$ cat config.mk
export PLATFORM = sky130hd
export DESIGN_NAME = btn_updown_cnt8
export DESIGN_NICKNAME = d
export VERILOG_FILES = /design/src/rtl/btn_cnt_pkg.sv /design/src/rtl/btn_debounce.sv /design/src/rtl/btn_updown_cnt8.sv
export SDC_FILE = /design/constraint.sdc
export NUM_CORES = 1
export LEC_CHECK = 0
export CELL_PAD_IN_SITES_DETAIL_PLACEMENT = 1
export CELL_PAD_IN_SITES_GLOBAL_PLACEMENT = 2
export CORE_AREA = 8 8 102 81
export DETAILED_ROUTE_END_ITERATION = 8
export DIE_AREA = 0 0 110 89
export GPL_TIMING_DRIVEN = 0
export HOLD_SLACK_MARGIN = 0.05
export PLACE_DENSITY_LB_ADDON = 0.1
export SYNTH_ARGS = -nofsm -noshare
export SYNTH_HDL_FRONTEND = slang
export SYNTH_SLANG_ARGS = --single-unit
$ cat constraint.sdc
create_clock -name CLK -period 2.5 [get_ports CLK]
set_input_delay 0.375 -clock CLK [delete_from_list [all_inputs] [get_ports CLK]]
set_output_delay 0.375 -clock CLK [all_outputs]
set_load 0.05 [all_outputs]
$ cat src/rtl/btn_cnt_pkg.sv
// Shared constants and types for the push-button up/down counter.
package btn_cnt_pkg;

    // Consecutive equal tick samples needed before a button's debounced state changes
    localparam int DEB_SAMPLES       = 3;
    // Auto-repeat timing in sample ticks: delay to the first repeat, then the repeat period
    localparam int REPEAT_DLY_TICKS  = 100;
    localparam int REPEAT_RATE_TICKS = 20;
    // Repeat counter width; it must hold REPEAT_DLY_TICKS-1
    localparam int REP_CNT_W         = 7;
    // Default sample period: 5 ms at 50 MHz
    localparam int DEB_DIV_DEFAULT   = 250000;

    // Action the counter performs in a given cycle
    typedef enum logic [1:0] {
        CMD_IDLE = 2'd0,
        CMD_UP   = 2'd1,
        CMD_DOWN = 2'd2,
        CMD_CLR  = 2'd3
    } cnt_cmd_t;

endpackage

$ cat src/rtl/btn_debounce.sv
// One push-button channel: a 2-flop synchronizer, a tick-sampled history,
// the debounced level and a single-cycle press-event pulse.
// Optional auto-repeat while held is built only when BTN_AUTOREPEAT_EN is defined.
module btn_debounce
    import btn_cnt_pkg::*;
(
    input  logic CLK,
    input  logic RSTn,
    input  logic i_btn_n,   // raw button, active-low, asynchronous to CLK
    input  logic i_tick,    // shared sample tick
    output logic o_press    // one-cycle press event
);

    logic [1:0]             r_sync;
    logic [DEB_SAMPLES-1:0] r_hist;
    logic                   r_deb_n;    // debounced level, 1 = released
    logic                   r_press;
    logic [DEB_SAMPLES-1:0] w_hist_next;
    logic                   w_to_pressed;
    logic                   w_to_released;
    logic                   w_rep_fire;

    // The newest sample joins the history on the same tick it is judged
    assign w_hist_next   = {r_hist[DEB_SAMPLES-2:0], r_sync[1]};
    assign w_to_pressed  = i_tick &&  r_deb_n && (w_hist_next == '0);
    assign w_to_released = i_tick && !r_deb_n && (w_hist_next == '1);

    // Two-flop synchronizer; idles at the released level
    always_ff @(posedge CLK or negedge RSTn) begin
        if (!RSTn) r_sync <= 2'b11;
        else       r_sync <= {r_sync[0], i_btn_n};
    end

    // Shift one synchronized sample into the history per tick
    always_ff @(posedge CLK or negedge RSTn) begin
        if (!RSTn)       r_hist <= '1;
        else if (i_tick) r_hist <= w_hist_next;
    end

    // Debounced level follows the history once all samples agree on the opposite level
    always_ff @(posedge CLK or negedge RSTn) begin
        if (!RSTn)              r_deb_n <= 1'b1;
        else if (w_to_pressed)  r_deb_n <= 1'b0;
        else if (w_to_released) r_deb_n <= 1'b1;
    end

`ifdef BTN_AUTOREPEAT_EN
    logic [REP_CNT_W-1:0] r_rep_cnt;
    logic                 r_rep_armed;  // first repeat already issued
    logic                 w_rep_hit;

    assign w_rep_hit  = r_rep_armed ? (r_rep_cnt == REP_CNT_W'(REPEAT_RATE_TICKS - 1))
                                    : (r_rep_cnt == REP_CNT_W'(REPEAT_DLY_TICKS - 1));
    // Never repeat on the tick that debounces the release
    assign w_rep_fire = i_tick && !r_deb_n && !w_to_released && w_rep_hit;

    // Count ticks of continuous pressed state; restart whenever the button is released
    always_ff @(posedge CLK or negedge RSTn) begin
        if (!RSTn) begin
            r_rep_cnt   <= '0;
            r_rep_armed <= 1'b0;
        end else if (r_deb_n) begin
            r_rep_cnt   <= '0;
            r_rep_armed <= 1'b0;
        end else if (i_tick) begin
            if (w_rep_fire) begin
                r_rep_cnt   <= '0;
                r_rep_armed <= 1'b1;
            end else begin
                r_rep_cnt   <= r_rep_cnt + REP_CNT_W'(1);
            end
        end
    end
`else
    assign w_rep_fire = 1'b0;
`endif

    // Press event is registered, so it is high in the first cycle the button reads pressed
    always_ff @(posedge CLK or negedge RSTn) begin
        if (!RSTn) r_press <= 1'b0;
        else       r_press <= w_to_pressed | w_rep_fire;
    end

    assign o_press = r_press;

endmodule

$ cat src/rtl/btn_updown_cnt8.sv
// 8-bit up/down counter driven by two debounced push-buttons, with a
// synchronous clear, optional saturation, and change/wrap pulses for the
// display stage. Auto-repeat is enabled by defining BTN_AUTOREPEAT_EN.
module btn_updown_cnt8
    import btn_cnt_pkg::*;
#(
    parameter int DEB_DIV  = DEB_DIV_DEFAULT,
    parameter bit SATURATE = 1'b0
) (
    input  logic       CLK,
    input  logic       RSTn,
    input  logic       UPn,
    input  logic       DOWNn,
    input  logic       CLR,
    output logic [7:0] BIN,
    output logic       CHG,
    output logic       WRAP
);

    localparam int PW = $clog2(DEB_DIV);

    logic [PW-1:0] r_presc;
    logic          w_tick;
    logic [1:0]    w_btn_n;   // [0] = up, [1] = down
    logic [1:0]    w_press;
    cnt_cmd_t      w_cmd;
    logic [7:0]    r_bin;
    logic          r_chg;
    logic          r_wrap;

    assign w_tick  = (r_presc == PW'(DEB_DIV - 1));
    assign w_btn_n = {DOWNn, UPn};

    // Free-running sample prescaler shared by both buttons
    always_ff @(posedge CLK or negedge RSTn) begin
        if (!RSTn)       r_presc <= '0;
        else if (w_tick) r_presc <= '0;
        else             r_presc <= r_presc + PW'(1);
    end

    generate
        for (genvar gi = 0; gi < 2; gi++) begin : g_btn
            btn_debounce u_deb (
                .CLK     (CLK),
                .RSTn    (RSTn),
                .i_btn_n (w_btn_n[gi]),
                .i_tick  (w_tick),
                .o_press (w_press[gi])
            );
        end
    endgenerate

    // Clear wins over events; simultaneous up and down cancel each other
    always_comb begin
        w_cmd = CMD_IDLE;
        if (CLR)                         w_cmd = CMD_CLR;
        else if (w_press[0] && !w_press[1]) w_cmd = CMD_UP;
        else if (w_press[1] && !w_press[0]) w_cmd = CMD_DOWN;
    end

    // Counter update; CHG and WRAP describe the value just written and last one cycle
    always_ff @(posedge CLK or negedge RSTn) begin
        if (!RSTn) begin
            r_bin  <= 8'd0;
            r_chg  <= 1'b0;
            r_wrap <= 1'b0;
        end else begin
            r_chg  <= 1'b0;
            r_wrap <= 1'b0;
            case (w_cmd)
                CMD_CLR: begin
                    r_bin <= 8'd0;
                    r_chg <= (r_bin != 8'd0);
                end
                CMD_UP: begin
                    if (!(SATURATE && r_bin == 8'hFF)) begin
                        r_bin  <= r_bin + 8'd1;
                        r_chg  <= 1'b1;
                        r_wrap <= (r_bin == 8'hFF);
                    end
                end
                CMD_DOWN: begin
                    if (!(SATURATE && r_bin == 8'h00)) begin
                        r_bin  <= r_bin - 8'd1;
                        r_chg  <= 1'b1;
                        r_wrap <= (r_bin == 8'h00);
                    end
                end
                default: begin
                end
            endcase
        end
    end

    assign BIN  = r_bin;
    assign CHG  = r_chg;
    assign WRAP = r_wrap;

endmodule

==> results.sh, run 1 <==
export IMPL_status="complete, no violations"
export IMPL_grt_pass1_vias=1823
export IMPL_fin_setup_tns_ns=0
export IMPL_r2r_setup_slack_ns=0.03
export IMPL_antenna_cells=0
export IMPL_ios=15
export IMPL_clk_pin_slew_ns=0.08
export IMPL_yosysSeqAreaShare=0.4674
export IMPL_grt_ovfl_total=0
export IMPL_synth_simple_gate_area_frac=0.2048
export IMPL_rsz0062_at_grt="true"
export IMPL_cts_buffers=5
export IMPL_r2r_cells=14
export IMPL_htreeDepth=2
export IMPL_routed_via_density=5.175
export IMPL_ys_flop_type="dfrtp_1"
export IMPL_synth_edf_count=0
export IMPL_finalNonFillerCells=326
export IMPL_synthesis_nets=229
export IMPL_yosys_area_share_xor_xnor=0.08886
export IMPL_timing_fmax_ghz=0.4057
export IMPL_root_buffer="clkbuf_8"
export IMPL_synth_adder_area_share=0.05770
export IMPL_place_congestion=0.8188
export IMPL_endpoint="BIN[4]"
export IMPL_synth_mux_area_frac=0.02597
export IMPL_path_class="flop to flop"
export IMPL_dp_hpwl_mm=3.905
export IMPL_wl_met2_mm=2.431
export IMPL_cp_cell_sequence="inv_1, a21o_1, inv_2, ha_4, buf_6, buf_8, xor2_2, ha_2, o21a_1, o221ai_2, nand2_1, xnor2_2, a21oi_1, o22ai_1"
export IMPL_async_flop_share=1.000
export IMPL_wl_met3_um=227
export IMPL_yosys_warnings=0
export IMPL_slew_headroom=0.4028
export IMPL_total_leakage_power_nw=1.147
export IMPL_synth_compound_area_frac=0.1183
export IMPL_core_area_um2=6604
export IMPL_maxCapViolations=0
export IMPL_fp_dieH_um=89
export IMPL_min_path_type="primary input to asynchronous set/reset pin"
export IMPL_rr_endpoint="BIN[4]"
export IMPL_grt_first_pass_wirelength_mm=8.990
export IMPL_dieArea_um2=9790
export IMPL_netlist_area_um2=2168
export IMPL_hold_viol_final=0
export IMPL_track_usage=0.1181
export IMPL_die_x_um=110
export IMPL_fillCellCount=741
export IMPL_vias=1687
export IMPL_firstDrtPassIters=4
export IMPL_min_period_ns=2.465
export IMPL_synth_top_family_by_area="simple AND/OR/NAND/NOR gates"
export IMPL_finalSetupViolations=0
export IMPL_fin_skew_ns=0.007464
export IMPL_finalNetCount=256
export IMPL_port_buffers=14
export IMPL_fin_util=0.3977
export IMPL_first_iter_violations=36
export IMPL_wl_mm=5.299
export IMPL_syn_avg_cell_area_um2=10.13
export IMPL_arrival_ns=2.63
export IMPL_drt_met1_wl_mm=2.606
export IMPL_period_share=0.9861
export IMPL_ys_types=46
export IMPL_cp_required_ns=2.66
export IMPL_vdd_drop_max_uv=248.0
export IMPL_timing_rr_start="g_btn[1].u_deb.o_press"
export IMPL_drive_gt1_frac=0.2314
export IMPL_rows=26
export IMPL_setup_ws_ns=0.03485
export IMPL_clkLatencyLatePin_ns=0.29
export IMPL_slew_viol_final=0
export IMPL_start_util=0.3283
export IMPL_critical_path_max_stage_delay_ns=0.39
export IMPL_drc=0
export IMPL_powerDensity_nw_per_um2=658.9
export IMPL_cts_tree="built"
export IMPL_antenna_left=0
export IMPL_post_place_ws_ns=-0.7961
export IMPL_wire_per_inst_um=16.25
export IMPL_area_delta_synth_final_pct=21.12
export IMPL_tightest_slew_ns=0.8958
export IMPL_synth_seq_cells=40
export IMPL_critical_path_slowest_cell="dfrtp_1"
export IMPL_top_layer_used="met4"
export IMPL_antenna_found_initial=0
export IMPL_worstSetupStartpoint="g_btn[1].u_deb.o_press"
export IMPL_dp_cells=312
export IMPL_cp_max_fo=3
export IMPL_synthCells=214
export IMPL_startpoint_type="flop"
export IMPL_cp_end_kind="flop"
export IMPL_cts_max_path_buffers=2
export IMPL_grt_max_degree=41
export IMPL_clock_sinks=40
[what timing repair did]
| item | 4_1_cts | 5_1_grt |
|---|---|---|
| buffers inserted | 5 | 2 |
| setup endpoints to repair | 4 | 4 |
| pin swaps | 0 | 8 |
| hold buffers | 0 | 0 |
| gates resized for setup | 11 | 8 |
[layout by cell type (no fill, tap or decap), types with 7 or more instances in the layout]
cell | synthesis | layout
nand3_1 | 8 | 8
buf_4 | 0 | 7
ha_1 | 10 | 8
inv_1 | 9 | 8
nor2_1 | 24 | 23
clkdlybuf4s50_1 | 0 | 12
a21oi_1 | 9 | 8
nand2_1 | 20 | 20
dfrtp_1 | 30 | 30
xnor2_1 | 10 | 8
dfstp_2 | 10 | 10
xor2_1 | 12 | 11
[report_power, final]
| part | leakage (nW) | internal [mW] | total (mW) | switching (mW) |
|---|---|---|---|---|
| sequential | 0.500 | 0.689 | 0.737 | 0.0484 |
| clock | 0.0445 | 0.224 | 0.447 | 0.223 |
| combinational | 0.603 | 0.196 | 0.547 | 0.350 |
[layer usage]
metal	up-vias	GRT usage
met5	-	0
met2	21	0.1814
met1	865	0.1612
met3	4	0.03098
li1	797	-
met4	0	0.02689
[worst min path at each step]
stage,startpoint,end,depth (start not counted)
after floorplan,RSTn,BIN[0],0
after global placement,g_btn[1].u_deb.r_sync[0],g_btn[1].u_deb.r_sync[1],0
after detailed placement,g_btn[1].u_deb.r_sync[0],g_btn[1].u_deb.r_sync[1],0
after CTS,RSTn,g_btn[0].u_deb.o_press,1
after global routing,RSTn,CHG,1
final,RSTn,r_presc[15],1
[flip-flops by register name, indices dropped and copies added (netlist names)]
signal               flops
g_btn.u_deb.r_deb_n      2
g_btn.u_deb.r_sync       4
g_btn.u_deb.o_press      2
CHG                      1
g_btn.u_deb.r_hist       4
r_presc                 18
WRAP                     1
BIN                      8
[cells by family after synthesis]
| family | after synthesis |
|---|---|
| muxes | 5 |
| buffers and inverters | 18 |
| and+or+nand+nor | 81 |
| AOI/OAI and AO/OA | 38 |
| DFF | 40 |
| adders and majority gates | 10 |
| xor gates and xnor gates | 22 |
[worst max-delay path: cells and delay by family, from the launching register on]
kind	cells	cell delay [ns]
xor gates and xnor gates	2	0.32
DFF	1	0.39
AOI/OAI and AO/OA	5	0.79
buffers and inverters	4	0.35
and+or+nand+nor	1	0.13
adders and majority gates	2	0.36
[through the flow]
stage	hold slack [ns]	total power, mW	area, um^2
after floorplan	0.07941	1.077	2173
after global placement	0.3469	1.229	2419
after detailed placement	0.3475	1.251	2414
after CTS	0.2486	1.728	2580
after global routing	0.2749	1.834	2626
final	0.2170	1.730	2626
[cell type report]
cell class	count	area, um^2	area share
flip-flops and latches	40	1013	0.3859
multi-input cells	156	1135	0.4321
clock buffers	7	86.33	0.03287
well taps	84	105.1	0.04002
repair buffers	21	186.4	0.07099
clock inverters	1	7.507	0.002859
inverters	9	33.78	0.01286
plain buffers	8	58.81	0.02239
[cell usage after synthesis (all sizes together), types with 2 or more instances]
library cell | n | area share
a211o | 2 | 0.0081
a21boi | 2 | 0.0069
a21o | 3 | 0.010
a21oi | 9 | 0.021
a22o | 4 | 0.016
a31oi | 5 | 0.014
and3 | 2 | 0.0058
buf | 4 | 0.012
clkbuf | 5 | 0.0092
dfrtp | 30 | 0.35
dfstp | 10 | 0.12
ha | 10 | 0.058
inv | 9 | 0.016
mux2 | 5 | 0.026
nand2 | 21 | 0.040
nand3 | 8 | 0.018
nand3b | 5 | 0.017
nand4 | 5 | 0.014
nor2 | 25 | 0.044
nor3b | 2 | 0.0069
nor4 | 5 | 0.024
o211ai | 2 | 0.0069
o21ai | 4 | 0.0092
xnor2 | 10 | 0.040
xor2 | 12 | 0.048
Power figures use the tool's default switching activity.
==> run 2, diff against run 1 <==
--- a/config.mk
+++ b/config.mk
@@ -7,9 +7,9 @@
 export LEC_CHECK = 0
 export CELL_PAD_IN_SITES_DETAIL_PLACEMENT = 1
 export CELL_PAD_IN_SITES_GLOBAL_PLACEMENT = 2
-export CORE_AREA = 8 8 102 81
+export CORE_AREA = 8 8 97 77
 export DETAILED_ROUTE_END_ITERATION = 8
-export DIE_AREA = 0 0 110 89
+export DIE_AREA = 0 0 105 85
 export GPL_TIMING_DRIVEN = 0
 export HOLD_SLACK_MARGIN = 0.05
 export PLACE_DENSITY_LB_ADDON = 0.1
==> constraint.sdc (replaced) <==
create_clock -name CLK -period 2.8 [get_ports CLK]
set_input_delay 0.42 -clock CLK [delete_from_list [all_inputs] [get_ports CLK]]
set_output_delay 0.42 -clock CLK [all_outputs]
set_load 0.05 [all_outputs]
==> results.sh, run 2 (synthesis results as in run 1) <==
export IMPL_grt_ovfl_total=0
export IMPL_rows=25
export IMPL_min_period_ns=2.552
export IMPL_setup_ws_ns=0.2481
export IMPL_fin_setup_tns_ns=0
export IMPL_cts_tree="built"
export IMPL_clock_sinks=40
export IMPL_regArea_um2=1013
export IMPL_layout_commonest_cell="dfrtp_1"
export IMPL_post_place_ws_ns=-0.7647
export IMPL_fillCellCount=689
export IMPL_clk_pin_slew_ns=0.08
export IMPL_largest_register="r_presc"
export IMPL_placed_area_um2=2405
export IMPL_root_buffer="clkbuf_8"
export IMPL_cts_max_path_buffers=2
export IMPL_design_area_um2=2631
export IMPL_cp_end_kind="flop"
export IMPL_finalNetCount=256
export IMPL_multi_input_area_um2=1111
export IMPL_min_path_type="primary input to asynchronous set/reset pin"
export IMPL_wire_per_inst_um=16.13
export IMPL_cts_buffers=5
export IMPL_status="complete, no violations"
export IMPL_final_cell_mix="dfrtp_1, nor2_1, nand2_1, xor2_1, clkdlybuf4s50_1"
export IMPL_fin_util=0.4381
export IMPL_track_usage=0.1242
export IMPL_timing_fmax_ghz=0.3919
export IMPL_grt_max_degree=41
export IMPL_start_util=0.3610
export IMPL_antenna_cells=0
export IMPL_r2r_setup_slack_ns=0.25
export IMPL_dieArea_um2=8925
export IMPL_powerDensity_nw_per_um2=625.8
export IMPL_finalNonFillerCells=323
export IMPL_period_share=0.9114
export IMPL_grt_pass1_vias=1847
export IMPL_grt_first_pass_wirelength_mm=9.121
export IMPL_startpoint_type="flop"
export IMPL_antenna_found_initial=0
export IMPL_vdd_drop_max_uv=304.6
export IMPL_slew_headroom=0.3975
export IMPL_dp_hpwl_mm=3.809
export IMPL_cp_required_ns=2.97
export IMPL_worst_hold_slack_ns=0.2570
export IMPL_drive_gt1_frac=0.2149
export IMPL_finalSetupViolations=0
export IMPL_fp_dieH_um=85
export IMPL_firstDrtPassIters=4
export IMPL_fin_skew_ns=0.003394
export IMPL_path_class="flop to flop"
export IMPL_first_iter_violations=47
export IMPL_routed_via_density=5.155
export IMPL_core_area_um2=6006
export IMPL_slew_viol_final=0
export IMPL_drc=0
export IMPL_area_delta_synth_final_pct=21.35
export IMPL_dp_cells=309
export IMPL_die_x_um=105
export IMPL_tightest_slew_ns=0.9037
export IMPL_maxCapViolations=0
export IMPL_place_congestion=0.8583
export IMPL_port_buffers=14
export IMPL_antenna_left=0
export IMPL_vias=1665
export IMPL_wl_mm=5.209
export IMPL_arrival_ns=2.72
export IMPL_htreeDepth=2
export IMPL_largest_reg_flops=18
export IMPL_total_leakage_power_nw=1.161
export IMPL_cp_max_fo=9
export IMPL_rsz0062_at_grt="false"
export IMPL_clkLatencyLatePin_ns=0.29
export IMPL_hold_viol_final=0
export IMPL_finalPower_mw=1.647
export IMPL_ios=15
[run 2: cell type report]
type | count | area share
Buffer | 9 | 0.02378
Multi-Input combinational cell | 156 | 0.4223
Timing Repair Buffer | 20 | 0.06942
Inverter | 9 | 0.01284
Tap cell | 81 | 0.03852
Sequential cell | 40 | 0.3852
Clock buffer | 7 | 0.03661
Clock inverter | 1 | 0.01141
[run 2: power by group]
part / switching, mW / internal (mW) / total [mW]
clock: 0.206 / 0.315 / 0.521
sequential: 0.0431 / 0.615 / 0.658
combinational: 0.301 / 0.167 / 0.468
[run 2: routing by layer]
layer / vias up / share of wire / GRT usage
li1: 798 / - / -
met2: 20 / 0.47 / 0.2072
met4: 0 / 0.013 / 0.02713
met5: - / 0 / 0
met1: 840 / 0.49 / 0.1575
met3: 7 / 0.030 / 0.03179
[run 2: repair_timing]
| item | 4_1_cts | 5_1_grt |
|---|---|---|
| setup buffers | 1 | 5 |
| pin swaps | 1 | 3 |
| hold buffers | 0 | 0 |
| setup endpoints to repair | 2 | 2 |
| resized for setup | 11 | 4 |
[run 2: path summary, 6_finish.rpt]
| path | from | cells after the start | to |
|---|---|---|---|
| min in group CLK | g_btn[1].u_deb.r_sync[0] | 0 | g_btn[1].u_deb.r_sync[1] |
| min | RSTn | 1 | g_btn[1].u_deb.o_press |
| max in group asynchronous | RSTn | 1 | BIN[6] |
| max reg2reg | g_btn[0].u_deb.o_press | 13 | BIN[4] |
| max | g_btn[0].u_deb.o_press | 13 | BIN[4] |
| min reg2reg | g_btn[1].u_deb.r_sync[0] | 0 | g_btn[1].u_deb.r_sync[1] |
[run 2: worst max-delay path, stage by stage (launching register included)]
cell      delay (ns)
dfrtp_1         0.35
inv_1           0.06
a21o_1          0.23
ha_4            0.19
buf_6           0.14
buf_8           0.12
xor2_1          0.15
ha_2            0.19
o21a_1          0.18
o221ai_2        0.27
nand2_1         0.14
xnor2_2         0.15
a21oi_1         0.14
o22ai_1         0.10
